$ cat config.mk
export PLATFORM = sky130hd
export DESIGN_NAME = arduino_frame_sequencer
export DESIGN_NICKNAME = d
export VERILOG_FILES = /design/src/rtl/arduino_frame_pkg.sv /design/src/rtl/arduino_frame_timer.sv /design/src/rtl/arduino_frame_sequencer.sv
export SDC_FILE = /design/constraint.sdc
export NUM_CORES = 1
export LEC_CHECK = 0
export CORE_MARGIN = 2
export CORE_UTILIZATION = 28
export DETAILED_ROUTE_END_ITERATION = 8
export PLACE_DENSITY = 0.48
export RECOVER_POWER = 100
export SLEW_MARGIN = 40
export SYNTH_ARGS = -nofsm -noshare
export SYNTH_HDL_FRONTEND = slang
export SYNTH_SLANG_ARGS = --single-unit
$ cat constraint.sdc
create_clock -name clk_50 -period 2.4 [get_ports clk_50]
set_clock_uncertainty 0.15 [all_clocks]
set_input_delay 0.36 -clock clk_50 [delete_from_list [all_inputs] [get_ports clk_50]]
set_output_delay 0.36 -clock clk_50 [all_outputs]
set_load 0.1 [all_outputs]
$ cat src/rtl/arduino_frame_pkg.sv
`default_nettype none
// ============================================================================
// arduino_frame_pkg: shared state encoding and header field layout for the
// Arduino FIFO frame sequencer.  Revision: 1.0
// ============================================================================
package arduino_frame_pkg;

  typedef enum logic [1:0] {
    S_HUNT    = 2'd0,
    S_COLLECT = 2'd1,
    S_CHECK   = 2'd2,
    S_DELIVER = 2'd3
  } state_t;

  localparam int HDR_BIT = 8;
  localparam int OPC_MSB = 7;
  localparam int OPC_LSB = 3;
  localparam int LEN_MSB = 2;
  localparam int LEN_LSB = 0;

  typedef struct packed {
    logic [OPC_MSB-OPC_LSB:0] opcode;
    logic [LEN_MSB-LEN_LSB:0] len;
  } frame_hdr_t;

  function automatic frame_hdr_t decode_hdr(input logic [8:0] word);
    frame_hdr_t hdr;
    hdr.opcode = word[OPC_MSB:OPC_LSB];
    hdr.len    = word[LEN_MSB:LEN_LSB];
    return hdr;
  endfunction

endpackage
`default_nettype wire

$ cat src/rtl/arduino_frame_timer.sv
`default_nettype none
// ============================================================================
// arduino_frame_timer: inter-word gap counter; tc fires on the cycle the count
// reaches TIMEOUT_CYC-1 while enabled.  Revision: 1.0
// ============================================================================
module arduino_frame_timer #(
  parameter int TIMEOUT_CYC = 5000
) (
  input  logic clk,
  input  logic reset,
  input  logic clear,
  input  logic enable,
  output logic tc
);

  localparam int c_W = (TIMEOUT_CYC > 1) ? $clog2(TIMEOUT_CYC) : 1;
  localparam logic [c_W-1:0] c_LAST = c_W'(TIMEOUT_CYC - 1);

  logic [c_W-1:0] r_count;

  always_ff @(posedge clk) begin
    if (!reset || clear) begin
      r_count <= '0;
    end else if (enable) begin
      r_count <= r_count + c_W'(1);
    end
  end

  assign tc = enable && !clear && (r_count == c_LAST);

endmodule
`default_nettype wire

$ cat src/rtl/arduino_frame_sequencer.sv
`default_nettype none
// ============================================================================
// arduino_frame_sequencer: drains 9-bit words from the Arduino FIFO, assembles
// header+payload frames and offers them on a valid/ready port.
// Optional trailing XOR check word: define FRAME_CHECKSUM_EN.  Revision: 1.0
// ============================================================================
module arduino_frame_sequencer
  import arduino_frame_pkg::*;
#(
  parameter int PAYLOAD_MAX = 4,
  parameter int TIMEOUT_CYC = 5000
) (
  input  logic                     clk_50,
  input  logic                     reset,
  input  logic                     fifo_rdempty,
  input  logic [8:0]               fifo_q,
  output logic                     fifo_rdreq,
  output logic                     frame_valid,
  input  logic                     frame_ready,
  output logic [4:0]               frame_opcode,
  output logic [2:0]               frame_len,
  output logic [8*PAYLOAD_MAX-1:0] frame_payload,
  output logic                     busy,
  output logic                     err_sync,
  output logic                     err_resync,
  output logic                     err_timeout,
  output logic                     err_len,
  output logic                     err_checksum
);

`ifdef FRAME_CHECKSUM_EN
  localparam state_t c_POST_PAYLOAD = S_CHECK;
  localparam logic   c_VALID_AT_END = 1'b0;
`else
  localparam state_t c_POST_PAYLOAD = S_DELIVER;
  localparam logic   c_VALID_AT_END = 1'b1;
`endif

  state_t                   r_state;
  logic                     r_rd_pending;
  logic [2:0]               r_idx;
  logic [4:0]               r_opcode;
  logic [2:0]               r_len;
  logic [8*PAYLOAD_MAX-1:0] r_payload;
  logic                     r_frame_valid;
  logic                     r_err_sync;
  logic                     r_err_resync;
  logic                     r_err_timeout;
  logic                     r_err_len;
`ifdef FRAME_CHECKSUM_EN
  logic [7:0]               r_csum;
  logic                     r_err_checksum;
`endif

  frame_hdr_t w_hdr;
  logic       w_is_hdr;
  logic [7:0] w_byte;
  logic       w_len_ok;
  logic       w_last;
  logic       w_wait_state;
  logic       w_hdr_accept;
  logic       w_timeout;

  assign w_hdr    = decode_hdr(fifo_q);
  assign w_is_hdr = fifo_q[HDR_BIT];
  assign w_byte   = fifo_q[7:0];
  assign w_len_ok = (w_hdr.len <= 3'(PAYLOAD_MAX));
  assign w_last   = (r_idx == (r_len - 3'd1));

`ifdef FRAME_CHECKSUM_EN
  assign w_wait_state = (r_state == S_COLLECT) || (r_state == S_CHECK);
`else
  assign w_wait_state = (r_state == S_COLLECT);
`endif

  // Gated by reset so nothing is popped from the FIFO while held in reset.
  assign fifo_rdreq   = reset && !fifo_rdempty && !r_rd_pending &&
                        ((r_state == S_HUNT) || w_wait_state);
  assign w_hdr_accept = r_rd_pending && w_is_hdr && (r_state != S_DELIVER);

  arduino_frame_timer #(
    .TIMEOUT_CYC(TIMEOUT_CYC)
  ) u_timer (
    .clk    (clk_50),
    .reset  (reset),
    .clear  (r_rd_pending || !w_wait_state),
    .enable (w_wait_state),
    .tc     (w_timeout)
  );

  always_ff @(posedge clk_50) begin
    if (!reset) begin
      r_state       <= S_HUNT;
      r_rd_pending  <= 1'b0;
      r_idx         <= '0;
      r_opcode      <= '0;
      r_len         <= '0;
      r_payload     <= '0;
      r_frame_valid <= 1'b0;
      r_err_sync    <= 1'b0;
      r_err_resync  <= 1'b0;
      r_err_timeout <= 1'b0;
      r_err_len     <= 1'b0;
`ifdef FRAME_CHECKSUM_EN
      r_csum         <= '0;
      r_err_checksum <= 1'b0;
`endif
    end else begin
      r_rd_pending  <= fifo_rdreq;
      r_err_sync    <= 1'b0;
      r_err_resync  <= 1'b0;
      r_err_timeout <= 1'b0;
      r_err_len     <= 1'b0;
`ifdef FRAME_CHECKSUM_EN
      r_err_checksum <= 1'b0;
`endif
      // A header always restarts framing, abandoning any partial frame.
      if (w_hdr_accept) begin
        r_err_resync <= (r_state != S_HUNT);
        if (w_len_ok) begin
          r_opcode  <= w_hdr.opcode;
          r_len     <= w_hdr.len;
          r_idx     <= '0;
          r_payload <= '0;
`ifdef FRAME_CHECKSUM_EN
          r_csum    <= w_byte;
`endif
          if (w_hdr.len == 3'd0) begin
            r_state       <= c_POST_PAYLOAD;
            r_frame_valid <= c_VALID_AT_END;
          end else begin
            r_state <= S_COLLECT;
          end
        end else begin
          r_err_len <= 1'b1;
          r_state   <= S_HUNT;
        end
      end else begin
        case (r_state)
          S_HUNT: begin
            if (r_rd_pending) r_err_sync <= 1'b1;
          end
          S_COLLECT: begin
            if (r_rd_pending) begin
              for (int i = 0; i < PAYLOAD_MAX; i++) begin
                if (r_idx == 3'(i)) r_payload[8*i +: 8] <= w_byte;
              end
              r_idx <= r_idx + 3'd1;
`ifdef FRAME_CHECKSUM_EN
              r_csum <= r_csum ^ w_byte;
`endif
              if (w_last) begin
                r_state       <= c_POST_PAYLOAD;
                r_frame_valid <= c_VALID_AT_END;
              end
            end else if (w_timeout) begin
              r_err_timeout <= 1'b1;
              r_state       <= S_HUNT;
            end
          end
`ifdef FRAME_CHECKSUM_EN
          S_CHECK: begin
            if (r_rd_pending) begin
              if (w_byte == r_csum) begin
                r_state       <= S_DELIVER;
                r_frame_valid <= 1'b1;
              end else begin
                r_err_checksum <= 1'b1;
                r_state        <= S_HUNT;
              end
            end else if (w_timeout) begin
              r_err_timeout <= 1'b1;
              r_state       <= S_HUNT;
            end
          end
`endif
          S_DELIVER: begin
            if (frame_ready) begin
              r_frame_valid <= 1'b0;
              r_state       <= S_HUNT;
            end
          end
          default: r_state <= S_HUNT;
        endcase
      end
    end
  end

  assign frame_valid   = r_frame_valid;
  assign frame_opcode  = r_opcode;
  assign frame_len     = r_len;
  assign frame_payload = r_payload;
  assign busy          = (r_state != S_HUNT);
  assign err_sync      = r_err_sync;
  assign err_resync    = r_err_resync;
  assign err_timeout   = r_err_timeout;
  assign err_len       = r_err_len;
`ifdef FRAME_CHECKSUM_EN
  assign err_checksum  = r_err_checksum;
`else
  assign err_checksum  = 1'b0;
`endif

endmodule
`default_nettype wire
# Word-level counts from Yosys, hierarchy flattened
# Cells that the tools add are included.
# classes
reduce_logical,37
mux,30
order_cmp,1
n_eq_ne,16
add_sub_neg,3
bitwise_logic,3
# ops
op,count
$mux 32,4
$mux 8,4
$reduce_and 4->1,5
$mux 2,7
$reduce_bool 2->1,7
$add 13x1->13 const B,1
$eq 13x13->1 const B,1
$mux 3,4
$mux 1,9
$ne 3x3->1 const B,3
$ne 4x4->1 const B,2
$logic_and 1x1->1,7
$eq 3x2->1 const B,2
$logic_not 3->1,2
$ne 2x2->1 const B,3
$pmux 2 s3,1
$reduce_and 6->1,1
$logic_not 1->1,5
$reduce_and 2->1,2
$reduce_or 4->1,1
$add 3x1->3 const B,1
$eq 3x1->1 const B,1
$eq 3x3->1,1
$le 3x3->1 const B,1
other kinds (11),15
# word_totals
output_inout_bits,48
in_bits,13
regBits,64
word_cells,105

# Depth between registers and ports, before layout
# logic_depth
word_depth,10
ltp_mapped,7

# By module
# A second synthesis with hierarchy kept.
# hier_totals
cells_unflattened,298
hier_area_um2,2894.0
# modules_own_cells
mod,area_each_um2,cells_per_inst,seq_area_each_um2,instances
arduino_frame_sequencer,2250.9,225,1021.0,1
arduino_frame_timer,643.1,73,260.2,1

# Worst setup path after synthesis
# No wires, ideal clock.
# synth_timing
path_type,in2out
startpoint,input reset
endpoint,output fifo_rdreq
required_time_ns,1.890
path_slack_ns,-1.598
cell_stages,3
t_arrival_ns,3.488
cell_sequence,buf_2 inv_2 nor4_1
# synth_via
elab_chain_len,3
# synth_rtl
element,line_no,source
from (decl),arduino_frame_sequencer.sv:14,"input logic reset,"
$logic_and 1x1->1 (3 in series),arduino_frame_sequencer.sv:77,assign fifo_rdreq = reset && !fifo_rdempty && !r_rd_pending &&
to (decl),arduino_frame_sequencer.sv:17,"output logic fifo_rdreq,"
# Every way passes these cells.

# Final worst setup path
# layout_timing
startpoint,input fifo_q[8]
endpoint,register r_payload[5] (netlist: frame_payload[5])
# layout_via
elab_chain_len,4
elab_cells_between_ends,8
# layout_rtl
element,line_no,source
from (decl),arduino_frame_sequencer.sv:16,"input logic [8:0] fifo_q,"
$logic_and 1x1->1 (*) (2 in series),arduino_frame_sequencer.sv:79,assign w_hdr_accept = r_rd_pending && w_is_hdr && (r_state != S_DELIVER);
$ne 2x2->1 (no line) / $reduce_bool 2->1 (equally long branches),--,
$reduce_and 4->1 (no line),--,
"to (signal, indexed assignment)",arduino_frame_sequencer.sv:146,if (r_idx == 3'(i)) r_payload[8*i +: 8] <= w_byte;
to (decl),arduino_frame_sequencer.sv:44,logic [8*PAYLOAD_MAX-1:0] r_payload;
# Every way passes the cells marked *; elsewhere a longest branch is shown, timed or not.
# A chain may end at the register's enable or synchronous reset.

==> results.md <==
* Status: completed
* IR drop worst, VDD at 0.000192 V
* Reg2Reg Depth at 5
* Most frequent cells in the layout: dfxtp_1 (64), clkbuf_1 (36), nor2_1 (27)
* Stages on worst setup path at 6
* Period utilization at 87.2%
* Die Width at 101 um
* Max_cap viols at 0
* WL/cell at 14.5 um
* Critical-path top delay cell: dlygate4sd3_1
* Slew Limit Headroom at 20.3%
* Cells after DPL at 466
* Antenna violations before repair at 0
* Worst min path class: flop to flop
* Hold path startpoint: u_timer.r_count[0]
* Number of I/O pins at 61
* Die span in y at 101 um
* Total power at 2100 uW
* TritonRoute pass-1 iters at 4
* Hold-fix buffers, CTS at 0
* Post-CTS sizing at 0
* Num rows at 35
* M1 GR Usage at 20.4%
* Crit-path cells: dlygate4sd3_1 -> and2_0 -> clkbuf_1 -> nand2_1 -> nand4_1 -> o2bb2ai_1
* FFs w/ async S/R, synth at 0%
* IO Port Bufs at 59
* HPWL after detailed placement at 5.15 mm
* Pleak at 0.00118 uW
* DRC violations left at 0
* Crit Reg-Reg Startpoint: r_rd_pending
* Startpoint types: input port
* Seq/Total Area, Yosys at 48.2%
* Htree depth at 3
* GP Congestion at 0.747
* Die area at 10,300 um^2
* Initial DRC Count at 80
* Area occupied by multi-input gates at 1240 um^2
* Clock buffer count from CTS at 9
* Standard cell core area at 9240 um^2
* RR Endpoint: frame_payload[5]
* Global-route met2 utilization at 20.9%
* Largest net degree at the start of global routing at 25
* Fillers at 987
* Number of global-route vias before repair at 2,131
* Syn Area/Cell at 9.63 um^2
* Number of cells produced by synthesis at 276
* Setup-failing EPs final at 0
* Buffers and inverters on the worst path at 2
* Antenna Cells at 0
* Count of cell types in the netlist at 43
* Reg2reg setup slack at 0.46 ns
* Met3 usage at 3.73%
* Post-route setup slack at 0.307 ns
* Least-Margin Pin Slew at 1.20 ns
* Hold slack final at 0.300 ns
* Post-synth top flop: dfxtp_1
* Unrepaired setup endpoints after global routing: no
* Antenna viol nets, final at 0
* Total Routing Usage GR at 14.3%
* First-pass GRT wire length at 11.1 mm
* Finished Layout Cells at 482
* Setup CP Type: input port to flop
* DR vias at 2,193
* EDFF count, synth at 0
* Worst-path clk slew at 0.07 ns
* Delay-heaviest family, CP: simple AND/OR/NAND/NOR gates
* Clock buffer depth at 2
* Starting Density at 28.8%
* Synthesized flop and latch total at 64
* Vias/cell at 4.55
* Peak Freq at 0.478 GHz
* DP Worst Slack at 0.156 ns
* Layout cells sized above 1 at 15.3%
* Commonest non-fill, non-tap cell in the layout: dfxtp_1
* Post-CTS Setup Inserts at 0
* P&R area growth vs syn at 25.6%
* GR peak layer: met2
* Worst Path Required at 2.51 ns
* Final Hold Viols at 0
* Critical path capture point: frame_payload[5]
* Register area at 1280 um^2
* Root buf cell: clkbuf_8
* Synth warn at 0
* CP max stage delay at 0.58 ns
* CP endpoint kind: flop
* CTS tree: yes
* Data arrival, critical path at 2.20 ns
* Synth Cell Area at 2660 um^2
* Worst-path maximum fanout at 8
* Final Max Slew Viols at 0
* Clk_lat worst skew at 0.33 ns
* Syn nets at 296
* WL final at 7.00 mm
* Overflow after GRT at 0
* Sink Count at 64
* Final Critical Period at 2.09 ns
* Final net count at 368
* Setup TNS at 0 ns
* Worst Setup SP: fifo_q[8]
* Pwr dens at 629 nW/um^2
==> kinds of logic (layout without fill, tap and decap cells) <==
group                      count (synthesis)  in the layout  share of synthesized area (%)
and+or+nand+nor                           92             92                           18.0
AOI/OAI and AO/OA                         68             68                           19.6
DFF                                       64             64                           48.2
buffers and inverters                     26            103                           4.61
xor gates and xnor gates                  13             13                           4.28
adders and majority gates                  7              7                           3.30
muxes                                      5              5                           1.88
other                                      1              1                          0.141
==> per-stage QoR <==
step           util, %  cell area [um^2]
2_1_floorplan        -              2670
3_3_place_gp      36.4              3370
3_5_place_dp      36.4              3370
4_1_cts           38.4              3550
5_1_grt           36.1              3340
6_report          36.1              3340
==> worst reg2reg max path: stages, from the launching register on <==
cell       delay [ns]
dfxtp_1          0.45
and2_0           0.38
clkbuf_1         0.22
nand2_1          0.15
nand4_1          0.34
o2bb2ai_1        0.13
==> worst min-delay path by stage <==
stage	endpoint	slack, ns	cells after the start
finish	u_timer.r_count[0]	0.30	1
CTS	u_timer.r_count[0]	0.30	1
detailed placement	u_timer.r_count[0]	0.29	1
floorplan	u_timer.r_count[0]	0.27	1
global placement	u_timer.r_count[0]	0.28	1
global route	u_timer.r_count[0]	0.32	1
==> state kept, by name, indices dropped and copies added (netlist names) <==
| signal | flops |
|---|---|
| frame_payload | 32 |
| u_timer.r_count | 13 |
| frame_opcode | 5 |
| frame_len | 3 |
| r_idx | 3 |
| r_state | 2 |
| err_len | 1 |
| err_resync | 1 |
| err_sync | 1 |
| err_timeout | 1 |
| frame_valid | 1 |
| r_rd_pending | 1 |
==> Yosys cell counts, drive strengths merged, types with 2 or more instances <==
library cell  number  area share [%]
a31oi              2            0.71
inv               14             2.0
buf                8             2.1
and2               5             1.2
dfxtp             64              48
or3                3            0.71
ha                 7             3.3
nor4               9             2.6
o2bb2ai           24             7.9
nand2b             3            0.71
xor2               4             1.3
o21ai             14             2.6
a21oi             18             4.8
nand4              4            0.94
nor3               6             1.1
nand2             23             3.2
clkbuf             4            0.56
nand3              6             1.1
mux2i              5             1.9
a32o               3             1.3
xnor2              9             3.0
a221oi             2            0.66
nor2              27             3.8
==> power breakdown <==
part / leakage, uW / switching [uW] / internal (uW)
clock: 0.0000886 / 432 / 432
combinational: 0.000580 / 112 / 51.6
sequential: 0.000516 / 5.38 / 1070
==> layout make-up <==
class | instances | area share, %
sequential | 64 | 38.4
multi-input combinational | 186 | 37.1
timing repair buffer | 73 | 12.6
tap | 129 | 4.84
clock buffer | 12 | 4.65
inverter | 14 | 1.57
clock inverter | 4 | 0.862
==> routing by layer <==
layer	vias up	wire, um
li1	1127	-
met1	1023	3480
met2	38	3190
met3	5	270
met4	0	51
met5	-	0
(Power assumes the default switching activity.)
==> patch, RTL diff (config.mk and constraints unchanged) <==
Add a define of `FRAME_CHECKSUM_EN`.
--- a/src/rtl/arduino_frame_sequencer.sv
+++ b/src/rtl/arduino_frame_sequencer.sv
@@ -4,6 +4,8 @@
 // header+payload frames and offers them on a valid/ready port.
 // Optional trailing XOR check word: define FRAME_CHECKSUM_EN.  Revision: 1.0
 // ============================================================================
+`define FRAME_CHECKSUM_EN
+
 module arduino_frame_sequencer
   import arduino_frame_pkg::*;
 #(
Behaviour: not the same (a bounded check fails within 4 cycles, from zero or initial values and one cycle with reset low).
==> patch against the original RTL <==
Core utilization up 0.13 points. Wire length up 20%. Sequential share of layout area down 4.3 points. Design area up 29%. Sequential cell count up 9. Area after synthesis up 27%. Worst setup slack worse by 0.16 ns. Total power up 49%. Maximum frequency down 7.2%. First-iteration DRC count up 88%. Count of clock-buffer cells in the layout down 2.
==> patch: results (changes against the original RTL) <==
Status:
- Outcome: completed (unchanged).

CTS:
- The clock-pin slew reported for the worst setup and hold paths after clock tree synthesis is 0.06 ns.
- The cell at the root of the clock tree is sky130_fd_sc_hd__clkbuf_16 (was sky130_fd_sc_hd__clkbuf_8).
- The maximum buffer depth of the clock tree came to 2 (unchanged).
- The total CTS buffers is 9 (unchanged).
- For the worst-skew pair, the clock arrives at the later sink with an insertion delay of ~0.34 ns.

Synthesis:
- The net count after synthesis is 403 (was 296).
- The fraction of synthesis flops using an asynchronous set or reset pin is 0 (unchanged).
- The post-synthesis cell type count came to 44 (was 43).
- Commonest cells post-synth: 73 x sky130_fd_sc_hd__dfxtp_1, 66 x sky130_fd_sc_hd__nor2_1, 32 x sky130_fd_sc_hd__mux2i_1 (was 64 x sky130_fd_sc_hd__dfxtp_1, 27 x sky130_fd_sc_hd__nor2_1, 24 x sky130_fd_sc_hd__o2bb2ai_1).
- The predominant post-synthesis flop cell is sky130_fd_sc_hd__dfxtp_1 (unchanged).
- The share of synthesized area occupied by flip-flops and latches was 0.434 (was 0.482).
- Cell types occupying the most area after synthesis: sky130_fd_sc_hd__dfxtp_1 43%, sky130_fd_sc_hd__mux2i_1 9.5%, sky130_fd_sc_hd__nor2_1 7.3% (was sky130_fd_sc_hd__dfxtp_1 48%, sky130_fd_sc_hd__o2bb2ai_1 7.9%, sky130_fd_sc_hd__nor2_1 3.8%).
- The count of warnings emitted by yosys was 0 (unchanged).

Global routing:
- The overall routing resource usage was 0.138 (was 0.143).
- The initial antenna violation count was 0 (unchanged).
- The number of global-route vias before repair came to 2726 (was 2131).
- The pin count of the biggest net entering global routing is 53 (was 25).
- The wire length of the first global-routing pass came to 14.1 mm (was 11.1 mm).

Final layout:
- The layout net count is 483 (was 368).
- The share of final-layout standard cells stronger than drive strength 1 came to 0.108 (was 0.153).
- The flip-flop count of the largest register, all copies and words added is 32 (unchanged).

Power:
- The maximum VDD drop is 0.303 mV (was 0.192 mV).
- The static leakage is 1.50 nW (was 1.18 nW).

Critical path:
- The start point of the critical path is r_state[0] (was fifo_q[8]).
- The origin of the critical flop-to-flop path is r_state[0] (was r_rd_pending).
- The highest net fanout along the worst path was 8 (unchanged).
- The data arrival at the endpoint of the critical path was 1.74 ns (was 2.20 ns).

Place:
- The routability congestion estimate from global placement was 0.751 (was 0.747).
- The count of port buffers added during placement was 60 (was 59).
- The worst slack after detailed placement was -0.0776 ns (was 0.156 ns).
- The placed wire-length estimate was 6.09 mm (was 5.15 mm).
- The instance area after placement is 0.00425 mm^2 (was 0.00337 mm^2).

Routing:
- The average via count per standard cell was 4.61 (was 4.55).
- The total wirelength of the detailed-routed design was 8.43 mm (was 7.00 mm).
- The violation count after the first detailed-route iteration is 150 (was 80).
- The first-pass detailed-route iteration total is 4 (unchanged).

STA:
- The remaining max-slew budget at the tightest pin came to 0.219 (was 0.203).

Worst hold path:
- The hold path startpoint is u_timer.r_count[0] (unchanged).
[patch: cell types whose count changed after synthesis, moves of 6 or more]
cell                        unedited run  this run
sky130_fd_sc_hd__a22oi_1               1         8
sky130_fd_sc_hd__clkbuf_1              4        11
sky130_fd_sc_hd__dfxtp_1              64        73
sky130_fd_sc_hd__ha_1                  7        13
sky130_fd_sc_hd__mux2i_1               5        32
sky130_fd_sc_hd__nor2_1               27        66
sky130_fd_sc_hd__nor4_1                7         1
sky130_fd_sc_hd__o21ai_0              13        27
sky130_fd_sc_hd__o2bb2ai_1            24         0
[patch: area by class of cell]
type                    instances  area (um^2)
fillers                      1249         7560
multi-input cells             272         1730
flip-flops and latches         73         1460
repair buffers                 86          577
clock buffers                  10          239
well taps                     147          184
inverters                      15         56.3
clock inverters                 6         50.0
[patch: power by group]
group | switching [W] | leakage, nW | internal [W] | total [W]
registers | 0.0000283 | 0.591 | 0.00124 | 0.00127
logic | 0.000383 | 0.769 | 0.000184 | 0.000568
clock network | 0.000556 | 0.136 | 0.000739 | 0.00129
total | 0.000967 | 1.50 | 0.00217 | 0.00313
[patch: metal layers]
metal	vias to the layer above	track usage	wire [um]
met3	10	0.0345	359
met5	-	0	0
met2	54	0.208	3700
li1	1457	-	-
met1	1285	0.190	4250
met4	0	0.0512	117
[patch: worst paths after layout]
path	endpoint	slack [ns]	depth (start not counted)
max	fifo_rdreq	0.15	4
min	u_timer.r_count[0]	0.32	1
max reg2reg	u_timer.r_count[12]	0.22	6
min reg2reg	u_timer.r_count[0]	0.32	1
[patch: cells by family after synthesis]
group / Yosys count / synth area share
adder cells (fa/ha/maj): 13 / 0.0483
buffers and inverters: 32 / 0.0453
AO/OA/AOI/OAI: 69 / 0.125
flip-flops: 73 / 0.434
multiplexers: 32 / 0.0950
AND/OR/NAND/NOR: 139 / 0.199
XOR/XNOR: 19 / 0.0538
[patch: through the flow]
step / instances / TNS (ns)
2_1_floorplan: 377 / 0
3_3_place_gp: 593 / -1.50
3_5_place_dp: 593 / -2.07
4_1_cts: 609 / 0
5_1_grt: 609 / 0
6_report: 609 / 0
[patch: critical path, stage by stage (launching register included)]
cell and delay, ns:
sky130_fd_sc_hd__dfxtp_1 0.35, sky130_fd_sc_hd__ha_1 0.27, sky130_fd_sc_hd__clkbuf_1 0.20, sky130_fd_sc_hd__nor3_1 0.36
sky130_fd_sc_hd__buf_12 0.22
